[src/rtl/ddr3_req_arbiter.sv]
// Merges the front-end write and read request ports into one ordered DDR3 command stream.
// Prefers the current direction up to MAX_RUN grants and never lets a read pass a same-burst write.
module ddr3_req_arbiter #(
   parameter int ADDRS     = 32,
   parameter int REQID     = 4,
   parameter int BURST_LSB = 4,
   parameter int MAX_RUN   = 4
) (
   input  logic                             clock,
   input  logic                             reset,
   input  logic                             mem_wrreq_i,
   output logic                             mem_wrack_o,
   input  logic [REQID-1:0]                 mem_wrtid_i,
   input  logic [ADDRS-1:0]                 mem_wradr_i,
   input  logic                             mem_rdreq_i,
   output logic                             mem_rdack_o,
   input  logic [REQID-1:0]                 mem_rdtid_i,
   input  logic [ADDRS-1:0]                 mem_rdadr_i,
   output logic                             cmd_valid_o,
   input  logic                             cmd_ready_i,
   output logic                             cmd_write_o,
   output logic [REQID-1:0]                 cmd_tid_o,
   output logic [ADDRS-1:0]                 cmd_addr_o,
   output logic                             dbg_dir,
   output logic [$clog2(MAX_RUN+1)-1:0]     dbg_run
);

   localparam int RUNW = $clog2(MAX_RUN + 1);
   localparam logic [RUNW-1:0] RUN_LIMIT = RUNW'(MAX_RUN);

   typedef enum logic {
      DIR_RD = 1'b0,
      DIR_WR = 1'b1
   } dir_t;

   dir_t            dir;
   logic [RUNW-1:0] run;
   logic            slot;
   logic            hazard;
   logic            grant_wr;
   logic            grant_rd;
   dir_t            grant_dir;

   // Handshake: a command moves on cmd_valid_o & cmd_ready_i; the register may
   // reload on that same edge, and a request is taken only in a cycle whose ack is 1.
   assign slot   = !cmd_valid_o || cmd_ready_i;
   assign hazard = mem_wrreq_i && mem_rdreq_i &&
                   (mem_wradr_i[ADDRS-1:BURST_LSB] == mem_rdadr_i[ADDRS-1:BURST_LSB]);

   always_comb begin
      grant_wr = 1'b0;
      grant_rd = 1'b0;
      if (reset && slot) begin
         if (mem_wrreq_i && mem_rdreq_i) begin
            if (hazard) begin
               grant_wr = 1'b1;
            end else if (run < RUN_LIMIT) begin
               grant_wr = (dir == DIR_WR);
               grant_rd = (dir == DIR_RD);
            end else begin
               grant_wr = (dir == DIR_RD);
               grant_rd = (dir == DIR_WR);
            end
         end else begin
            grant_wr = mem_wrreq_i;
            grant_rd = mem_rdreq_i;
         end
      end
   end

   assign grant_dir   = grant_wr ? DIR_WR : DIR_RD;
   assign mem_wrack_o = grant_wr;
   assign mem_rdack_o = grant_rd;
   assign dbg_dir     = (dir == DIR_WR);
   assign dbg_run     = run;

   always_ff @(posedge clock) begin
      if (!reset) begin
         cmd_valid_o <= 1'b0;
         cmd_write_o <= 1'b0;
         cmd_tid_o   <= '0;
         cmd_addr_o  <= '0;
         dir         <= DIR_RD;
         run         <= '0;
      end else if (grant_wr || grant_rd) begin
         cmd_valid_o <= 1'b1;
         cmd_write_o <= grant_wr;
         cmd_tid_o   <= grant_wr ? mem_wrtid_i : mem_rdtid_i;
         cmd_addr_o  <= grant_wr ? mem_wradr_i : mem_rdadr_i;
         if (grant_dir == dir) begin
            run <= (run == RUN_LIMIT) ? RUN_LIMIT : run + 1'b1;
         end else begin
            dir <= grant_dir;
            run <= RUNW'(1);
         end
      end else if (cmd_ready_i) begin
         cmd_valid_o <= 1'b0;
      end
   end

endmodule
[config.mk]
export PLATFORM = sky130hd
export DESIGN_NAME = ddr3_req_arbiter
export DESIGN_NICKNAME = d
export VERILOG_FILES = /design/src/rtl/ddr3_req_arbiter.sv
export SDC_FILE = /design/constraint.sdc
export NUM_CORES = 1
export LEC_CHECK = 0
export CORE_AREA = 2 2 58 101
export DETAILED_ROUTE_END_ITERATION = 7
export DIE_AREA = 0 0 60 103
export HOLD_SLACK_MARGIN = 0.06
export PLACE_DENSITY = 0.83
export SETUP_SLACK_MARGIN = 0.02
export SYNTH_ARGS = -nofsm -noshare
export SYNTH_HDL_FRONTEND = slang
export SYNTH_SLANG_ARGS = --single-unit
[constraint.sdc]
create_clock -name clock -period 4.3 [get_ports clock]
set_input_delay 0.86 -clock clock [delete_from_list [all_inputs] [get_ports clock]]
set_output_delay 0.86 -clock clock [all_outputs]
set_load 0.005 [all_outputs]
Word level (Yosys, flattened, before mapping) --
Index checks and enable logic that the tools add are counted.
Storage, ports and cells: output and inout bits 44, logic and storage cells 36, input port bits 77, bits in registers 42
Cells by class: muxes and demuxes 15, magnitude comparators 1, add/subtract/negate cells 1, bitwise logic cells 2, reduce and logical (&&, ||, !) cells 8, equal/unequal tests 3
Operator list (number):
- two-way mux 32 bit | 1
- equality test 28 bit | 1
- two-way mux 1 bit | 11
- two-way mux 3 bit | 2
- two-way mux 4 bit | 1
- adder 3 x 1 -> 3 bit, second input constant | 1
- equality test 3 bit, second input constant | 1
- logical AND 1 bit | 3
- < comparator 3 bit, second input constant | 1
- logical OR 1 bit | 2
- NOT 1 bit | 2
- AND reduction 2 bit | 1
- nonzero test 2 bit | 1
- equality test 1 bit | 1
- logical NOT 1 bit | 1

Logic depth before layout (Yosys ltp) --
depth in word-level cells 9, gate-level depth with buffers 8, depth with buffers taken out 6

Worst setup path before layout --
Ideal clock, no wire load.
path kind input to output, from input port mem_wradr_i[19], to output port mem_wrack_o, cell stages on the path 7, required time 3.440 ns, data arrival time 2.036 ns, path buffers 2, slack 1.404 ns, path through xor2_1 nor4_2 nor4b_2 a21oi_1 buf_6 buf_2 inv_1
On the way: longest elaborated chain between the ends 5
RTL lines:
- start, declared | line 14 | input logic [ADDRS-1:0] mem_wradr_i,
- equality test 28 bit | line 48 | (mem_wradr_i[ADDRS-1:BURST_LSB] == mem_rdadr_i[ADDRS-1:BURST_LSB]);
- logical AND 1 bit | line 47 | assign hazard = mem_wrreq_i && mem_rdreq_i &&
- two-way mux 1 bit | line 55 | if (hazard) begin
- two-way mux 1 bit | line 54 | if (mem_wrreq_i && mem_rdreq_i) begin
- two-way mux 1 bit | line 53 | if (reset && slot) begin
- end, declared | line 12 | output logic mem_wrack_o,
No other way between the ends.

Worst setup path after layout --
Same ends and word-level chain as after synthesis.

==> impl_metrics.toml <==
[sta]
rsz0062_at_grt = "no"
hold_viol = 0
skew_ns = 0.004695
setup_viol = 0
max_freq_mhz = 262.6
period_needed_ns = 3.808
hold_ws_ns = 0.4607
setup_slack_ns = 0.4924
worstMarginPinSlew_ns = 0.4899
drv_slew = 0
fin_crit_sh_pct = 88.55
slew_headroom_pct = 67.34
fin_tns_setup_ns = 0

[worst_hold_path]
min_to = "cmd_write_o"
hold_depth = 2
hp-class = "flop to flop"
min_from = "cmd_write_o"

[critical_path]
critPathKind = "input port to output pin"
timing.rr.end = "dbg_run[0]"
cp.required_ns = 3.44
worstPathArrival_ns = 2.95
crit_fanout = 3
r2r-start = "dbg_run[2]"
r2r_cells = 7
slowest_delay_ns = 0.51
cpMostUsedCell = "clkdlybuf4s50_1"
crit_family = "buffers and inverters"
rrSetupSlack_ns = 2.31
worstSetupStartpoint = "mem_wradr_i[19]"
startpoint_type = "input port"
critPathSlowestCell = "clkdlybuf4s50_1"
crit_path_cell_trace = "clkdlybuf4s50_1 -> xor2_1 -> nor4_2 -> nor4b_2 -> a21oi_4 -> inv_1 -> clkdlybuf4s50_1"
path_buf_inv = 3
worst_setup_path_end_kind = "output pin"

[pwr]
power_density_nw_per_um2 = 276.2
power.leakage_nw = 1.307
vdd_drop_max_v = 0.0002337

[synthesis]
ys_seq_elements = 42
synthAdderAreaFrac_pct = 1.175
synth_seq_area_share_pct = 39.48
synth_edf_count = 0
syn_inst = 242
synthSimpleGateAreaFrac_pct = 17.27
synthDistinctLibCells = 28
yosysWarningCount = 0
synth_area_um2 = 2130
syn-num-nets = 321
synth_most_common_cell = "nor2_1"
synth.area.mux_share_pct = 3.760
async_flop_share_pct = 0
synth_top_family_by_area = "compound AO/OA/AOI/OAI gates"
post-synth-top-area-cell = "dfxtp_1"
syn_area_per_cell_um2 = 8.800
netlist.area_leader.share_pct = 39.48
synthTopCellsByArea = "dfxtp_1, nor2_1, o221ai_1"
synth_compound_area_share_pct = 20.45
synthXorXnorAreaFrac_pct = 11.93
synth_ff_type = "dfxtp_1"
synth_common_cells = "nor2_1, dfxtp_1, o221ai_1, xnor2_1, a21oi_1"

[placement]
dpl_cell_area_um2 = 3359
place.gp.congestion = 0.8425
dp_hpwl_um = 4748
numPortBuffers = 120
dp_slack_ns = 0.5030

[clock_network]
cts_root_buf = "clkbuf_8"
clockBufferDepth = 2
post_cts_resized = 0
clk_pin_slew_ns = 0.07
tritoncts = "built"
htreeDepth = 2
clock_latency_ns = 0.28
numCtsBuffers = 5
cts_setup_buffers = 0
postCtsHoldBufs = 0
clock_sinks = 42

[floorplanning]
start_util_pct = 39.07
dieArea_um2 = 6180
die-height_um = 103
die_width_um = 60
rows = 36
io_pins = 121
core_area_um2 = 5450

[route]
ant_nets = 0
routed_wl_um = 6324
via_per_inst = 5.088
drc = 0
wire_per_inst_um = 14.64
vias = 2198
first_iter_violations = 63
firstDrtPassIters = 4

[global_routing]
grt_pass1_wl_um = 10120
antenna_found_initial = 0
first_global_vias = 2197
grt_use_total_pct = 21.23
grt_max_degree = 47
grt_overflow = 0

[cells_and_area]
antenna_cells = 0
drive_gt1_share_pct = 5.056
multi_input_area_um2 = 1174
nFillCells = 489
nets = 435
seq_area_um2 = 840.8
areaGrowthSynthToFinish_pct = 61.46
postLayoutCellArea_um2 = 3438

[status]
status = "finished clean"

[run]
max-cap-violations = 0
[layout by cell type (no fill, tap or decap), types with 4 or more instances in the layout]
cell,instances
o21ai_0,11
o221ai_1,26
dfxtp_1,42
clkdlybuf4s50_1,120
mux2i_1,8
xor2_1,4
a21oi_1,11
nor2_1,61
nand4_1,6
nand2_1,5
clkbuf_8,5
buf_4,4
xnor2_1,25
inv_1,5
[per-stage QoR]
| step | util [%] | total power [W] | cells |
|---|---|---|---|
| after CTS | 63.09 | 0.0009675 | 432 |
| after floorplan | - | 0.0005547 | 242 |
| after global placement | 61.64 | 0.0007168 | 425 |
| after detailed placement | 61.64 | 0.0007226 | 425 |
| after global routing | 63.09 | 0.001006 | 432 |
| final | 63.09 | 0.0009497 | 432 |
[kinds of logic (layout without fill, tap and decap cells)]
family                   count (synthesis)  after routing
AO/OA/AOI/OAI                           58             58
XOR/XNOR                                29             29
adder cells (fa/ha/maj)                  2              2
buffers and inverters                   22            136
flip-flops                              42             42
multiplexers                             8              8
AND/OR/NAND/NOR                         81             81
[worst max-delay path by stage]
stage             endpoint  cells past startpoint
6_report       mem_wrack_o                      7
5_1_grt        mem_wrack_o                      7
4_1_cts        mem_wrack_o                      7
3_5_place_dp   mem_wrack_o                      7
3_3_place_gp   mem_wrack_o                      7
2_1_floorplan  mem_wrack_o                      7
[report_power, final]
group | internal, W | switching, W
combinational | 0.000166 | 0.000106
clock | 0.000109 | 0.000129
sequential | 0.000422 | 0.0000182
[worst reg2reg max path: cells and delay by family (launching register included)]
family / cells / cell delay [ns]
AO/OA/AOI/OAI: 3 / 0.78
XOR/XNOR: 1 / 0.16
buffers and inverters: 1 / 0.27
flip-flops: 1 / 0.46
AND/OR/NAND/NOR: 2 / 0.20
[flip-flops by register name, summed over array words and instances, names as in the netlist]
register and cells:
cmd_addr_o 32, cmd_tid_o 4, cmd_valid_o 1, cmd_write_o 1
dbg_dir 1, dbg_run 3
[routing by layer]
metal,track usage (%),routed length [um],up-vias
li1,-,-,1091
met1,22.08,2366,1006
met2,40.72,3446,90
met3,3.764,360,11
met4,7.350,150,0
met5,0,0,-
[final cells by class]
| cell class | instances | area share (%) |
|---|---|---|
| Clock inverter | 2 | 0.2911 |
| Timing Repair Buffer | 124 | 35.81 |
| Sequential cell | 42 | 24.45 |
| Tap cell | 76 | 2.766 |
| Inverter | 5 | 0.5459 |
| Multi-Input combinational cell | 178 | 34.13 |
| Clock buffer | 5 | 2.001 |
No activity file was read; power rests on OpenSTA's default activity.
==> RTL edit 1: new RTL, same flow settings <==
Make the reset (`reset`) asynchronous in one clocked block.
--- a/src/rtl/ddr3_req_arbiter.sv
+++ b/src/rtl/ddr3_req_arbiter.sv
@@ -74,7 +74,7 @@
    assign dbg_dir     = (dir == DIR_WR);
    assign dbg_run     = run;
 
-   always_ff @(posedge clock) begin
+   always_ff @(posedge clock or negedge reset) begin
       if (!reset) begin
          cmd_valid_o <= 1'b0;
          cmd_write_o <= 1'b0;
Formal check against the unedited RTL: differs if reset is asserted again (counterexample within 4 cycles, from zero or initial values and one cycle with reset low); with reset held inactive, the same outputs for 10 cycles.
==> RTL edit 1 against the original RTL <==
  * Sequential cell count unchanged
  * Highest routed layer unchanged
  * Die area unchanged
  * Maximum frequency decreased by 1.9%
  * Synthesized cell count increased by 1.7%
  * Register-to-register slack improved by 0.06 ns
  * Routed wire length increased by 24%
  * Count of clock-buffer cells in the layout unchanged
  * Cell area increased by 13%
  * Setup slack got worse by 0.074 ns
  * Synthesized area increased by 19%
  * Largest cell class is now multi-input combinational cells
Power is not compared: it rests on default switching activity, and its combinational part moved more than twofold at a synthesized area within 25%.
==> RTL edit 1: results (changes against the original RTL) <==
| Metric | Value |
|---|---|
| Status | `complete, no violations` |
| Synth Warn # | `0 (unchanged)` |
| CTS resizes | `0 (unchanged)` |
| Initial DRC Count | `95 (+51%)` |
| H-tree lvl count | `2 (unchanged)` |
| Clk root buf | `clkbuf_8` |
| Met2 wire len | `4179 µm (+21%)` |
| Critical path arrival | `3.02 ns (+0.07 ns)` |
| Top Layer Used | `met4` |
| Largest net degree at the start of global routing | `38 (-19%)` |
| Ys async rst share | `1.000 (+1.000)` |
| Placement Cell Area | `0.003790 mm² (+13%)` |
| Cts bufs inserted | `5 (unchanged)` |
| Layout cells sized above 1 | `0.06336 (+0.01280)` |
| Pre-Repair DR Iteration Count | `4 (unchanged)` |
| Gr usage total | `0.2629 (+0.05067)` |
| Vias in the first global route | `2566 (+17%)` |
| Clk Latency, worst-skew pair | `0.30 ns (+0.02 ns)` |
| Routed wire length | `7814 µm (+24%)` |
| Routed Antenna Nets | `0 (unchanged)` |
| WL met3 | `427 µm (+19%)` |
| Synth top cells by count | `dfrtp_1 (42), o221a_1 (36), nand2b_1 (29)` |
| Wl on met1 | `2883 µm (+22%)` |
| Dominant cells by area after synthesis | `dfrtp_1 (42%), o221a_1 (16%), xor2_1 (9.7%), nand2b_1 (7.2%), nor2_1 (3.0%)` |
| Via count | `2460 (+12%)` |
| Met2 Use GR | `0.4548 (+0.04766)` |
| Slowest CP cell | `clkdlybuf4s50_1` |
| Peak VDD IR | `0.2545 mV` |
| GRT met3 Usage | `0.05897 (+0.02133)` |
| Clock slew at reported path FFs | `0.09 ns (+0.02 ns)` |
| Mapped Nets | `325 (+1.2%)` |
| Post-synth cell types | `36 (+29%)` |
| Max Slew Vio Count | `0 (unchanged)` |
| DP HPWL | `5865 µm (+24%)` |
| Worst Hold Class | `input port to asynchronous set/reset pin` |
| Top reg by flops | `cmd_addr_o` |
| Max FFs per register | `32 (unchanged)` |
| Reg2Reg Depth | `6 (-1)` |
| Seq/Total Area, Yosys | `0.4152 (+0.02040)` |
| LEAKAGE | `1.502 nW` |
| CP max stage delay | `0.49 ns (-0.02 ns)` |
| Post CTS Setup Buffer Count | `0 (unchanged)` |
| Placer Congestion | `0.8498 (+0.87%)` |
| Global-route wire length before repair | `12100 µm (+19%)` |
| Fillers | `399 (-18%)` |
| Critical Path Fanout Max | `3 (unchanged)` |
| GR Util met1 | `0.2871 (+0.06632)` |
| Rel. slew slack | `0.7029 (+0.02946)` |
| CP top delay family | `buffers and inverters` |
| Clock Skews | `0.008673 ns (+0.003978 ns)` |
| Port Buffers | `120 (unchanged)` |
| Main flop type after synthesis | `dfrtp_1` |
| Initial antenna violation count | `1 (+1)` |
| Clock buffer depth | `2 (unchanged)` |
| Nets | `442 (+1.6%)` |
RTL edit 1: layout make-up:
type,count,area share
Tap cell,76,0.02456
Timing Repair Buffer,127,0.3226
Clock inverter,2,0.002586
Clock buffer,5,0.01778
Inverter,6,0.005818
Multi-Input combinational cell,181,0.3546
Sequential cell,42,0.2715
Antenna cell,1,0.0006464
RTL edit 1: metrics by stage:
step,instances,hold slack [ns],util,total power [mW],setup WS [ns]
3_3_place_gp,432,0.4875,0.6954,1.409,0.4537
6_report,440,0.4263,0.7103,1.675,0.4184
4_1_cts,439,0.4210,0.7098,1.687,0.4048
5_1_grt,440,0.4456,0.7103,1.765,0.2613
3_5_place_dp,432,0.4980,0.6954,1.424,0.4064
2_1_floorplan,246,0.4873,-,0.9749,1.414
RTL edit 1: path summary, 6_finish.rpt:
check                           startpoint              to  slack, ns
hold reg to reg                cmd_write_o     cmd_write_o       0.52
min in group clock             cmd_write_o     cmd_write_o       0.52
setup reg to reg                dbg_run[2]  cmd_addr_o[24]       2.37
max in group asynchronous            reset  cmd_addr_o[24]       3.14
hold / removal                       reset  cmd_addr_o[22]       0.43
setup / recovery           mem_rdadr_i[23]     mem_wrack_o       0.42
RTL edit 1: cells by family (layout without fill, tap and decap cells):
family,count (synthesis),in the layout,synth area share
and+or+nand+nor,81,81,0.1819
AOI/OAI and AO/OA,69,69,0.2472
DFF,42,42,0.4152
xor gates and xnor gates,29,29,0.1003
buffers and inverters,23,140,0.04547
adders and majority gates,2,2,0.009885
other,0,1,0
RTL edit 1: power by group:
| group | switching, mW | internal, mW |
|---|---|---|
| logic | 0.285 | 0.503 |
| registers | 0.104 | 0.529 |
| clock network | 0.145 | 0.109 |
==> RTL edit 2: new RTL, config.mk and constraints unchanged <==
Made on the original files. Change the parameter `BURST_LSB` from 4 to 5.
--- a/src/rtl/ddr3_req_arbiter.sv
+++ b/src/rtl/ddr3_req_arbiter.sv
@@ -3,7 +3,7 @@
 module ddr3_req_arbiter #(
    parameter int ADDRS     = 32,
    parameter int REQID     = 4,
-   parameter int BURST_LSB = 4,
+   parameter int BURST_LSB = 5,
    parameter int MAX_RUN   = 4
 ) (
    input  logic                             clock,
Check against the original RTL: not equivalent (a bounded check fails within 4 cycles, from zero or initial values and one cycle with reset low).
==> RTL edit 2 against the original RTL <==
  * Die area unchanged
  * Sequential cell count is the same
  * Total power up 9.2%
  * Critical path depth is the same
  * Combinational power about the same
  * Clock power grew 36%
  * Synthesized cell count is 2.1% higher
  * Setup slack got worse by 0.080 ns
  * Cell area rose by 1.3%
  * Routed wire length up 9.5%
  * Synthesized area decreased by 1.3%
  * Count of clock-buffer cells in the layout up 1
  * Non-clock buffer count up 1
==> RTL edit 2: results (changes against the original RTL) <==
| Metric | Value |
|---|---|
| Status | `complete, no violations` |
| Compound-gate portion of the synthesized area | `0.2304 (+0.02589)` |
| Placement Cell Area | `0.003369 mm² (+0.30%)` |
| Pre-Repair DR Iteration Count | `6 (+2)` |
| Actual slew at the worst max-slew pin | `0.4877 ns (-0.002173 ns)` |
| DP HPWL | `5089 µm (+7.2%)` |
| Vias in the first global route | `2362 (+7.5%)` |
| Crit. Startpoint | `mem_wradr_i[17]` |
| Layout cells sized above 1 | `0.05525 (+0.004687)` |
| Syn avg cell area | `8.510 µm² (-3.3%)` |
| Post-synth cell types | `33 (+18%)` |
| Initial DRC Count | `84 (+33%)` |
| Synth top cells by count | `nor2_1 (56), dfxtp_1 (42), o221ai_1 (27), xor2_1 (27), nand2_1 (14)` |
| LEAKAGE | `1.281 nW (-2.0%)` |
| Placed Cells | `431 (+1.4%)` |
| Clock Skews | `0.007727 ns (+0.003032 ns)` |
| Largest net degree at the start of global routing | `49 (+4.3%)` |
| Gr usage total | `0.2285 (+0.01621)` |
| Global-route wire length before repair | `10720 µm (+5.9%)` |
| Post-route insts no fill | `438 (+1.4%)` |
| Adder-cell share of the synthesized area | `0.01190 (+0.0001539)` |
| Fillers | `483 (-1.2%)` |
| Critical path arrival | `3.03 ns (+0.08 ns)` |
| Dominant cells by area after synthesis | `dfxtp_1 (40%), o221ai_1 (11%), xor2_1 (11%), nor2_1 (10%), o211ai_1 (3.2%)` |
| Seq/Total Area, Yosys | `0.4000 (+0.005170)` |
| XOR/XNOR share of the synthesized area | `0.1167 (-0.002605)` |
| Mux contribution to synthesized area | `0.005357 (-0.03225)` |
| Mapped Nets | `326 (+1.6%)` |
| Via count | `2311 (+5.1%)` |
| Peak VDD IR | `0.2527 mV (+8.1%)` |
## RTL edit 2: cell count changes in the layout (fill, tap and decap cells not counted), moves of 6 or more
cell      before  now
xor2_1         4   27
o211ai_1       0    9
nor2_1        61   55
nand2_1        5   14
a21oi_1       11    2
xnor2_1       25    1
a31oi_1        0    9
mux2i_1        8    0
## RTL edit 2: critical path, stage by stage
cell	delay (ns)
clkdlybuf4s50_1	0.44
xor2_1	0.17
nor4_1	0.44
nand4_1	0.33
a2bb2oi_4	0.25
inv_1	0.05
clkdlybuf4s50_1	0.49
## RTL edit 2: metal layers
metal  track usage  wire length, µm  up-vias  share of wire
met5             0                0        -              0
met4        0.1248              263        0          0.038
met3       0.04015              352       18          0.051
met2        0.4256             3785       86           0.55
met1        0.2289             2525     1087           0.36
li1              -                -     1120              -
## RTL edit 2: worst paths after layout
| path | endpoint | slack [ns] | cells past startpoint |
|---|---|---|---|
| worst min register to register | cmd_write_o | 0.46 | 2 |
| worst max register to register | dbg_run[0] | 2.06 | 7 |
| worst max-delay path | mem_wrack_o | 0.41 | 7 |
| worst min-delay path | cmd_write_o | 0.46 | 2 |
## RTL edit 2: cell type report
class,count,area (µm²),share of cell area
repair buffers,125,1239,0.3557
multi-input cells,182,1172,0.3367
flip-flops and latches,42,840.8,0.2415
well taps,76,95.09,0.02731
clock buffers,6,82.58,0.02372
clock inverters,1,30.03,0.008624
inverters,6,22.52,0.006468
## RTL edit 2: power groups by stage
stage	Clock [mW]	Sequential, mW	Combinational (mW)
2_1_floorplan	0	0.451	0.0964
3_3_place_gp	0	0.448	0.269
3_5_place_dp	0	0.449	0.274
4_1_cts	0.328	0.440	0.276
5_1_grt	0.345	0.444	0.296
6_report	0.324	0.440	0.273
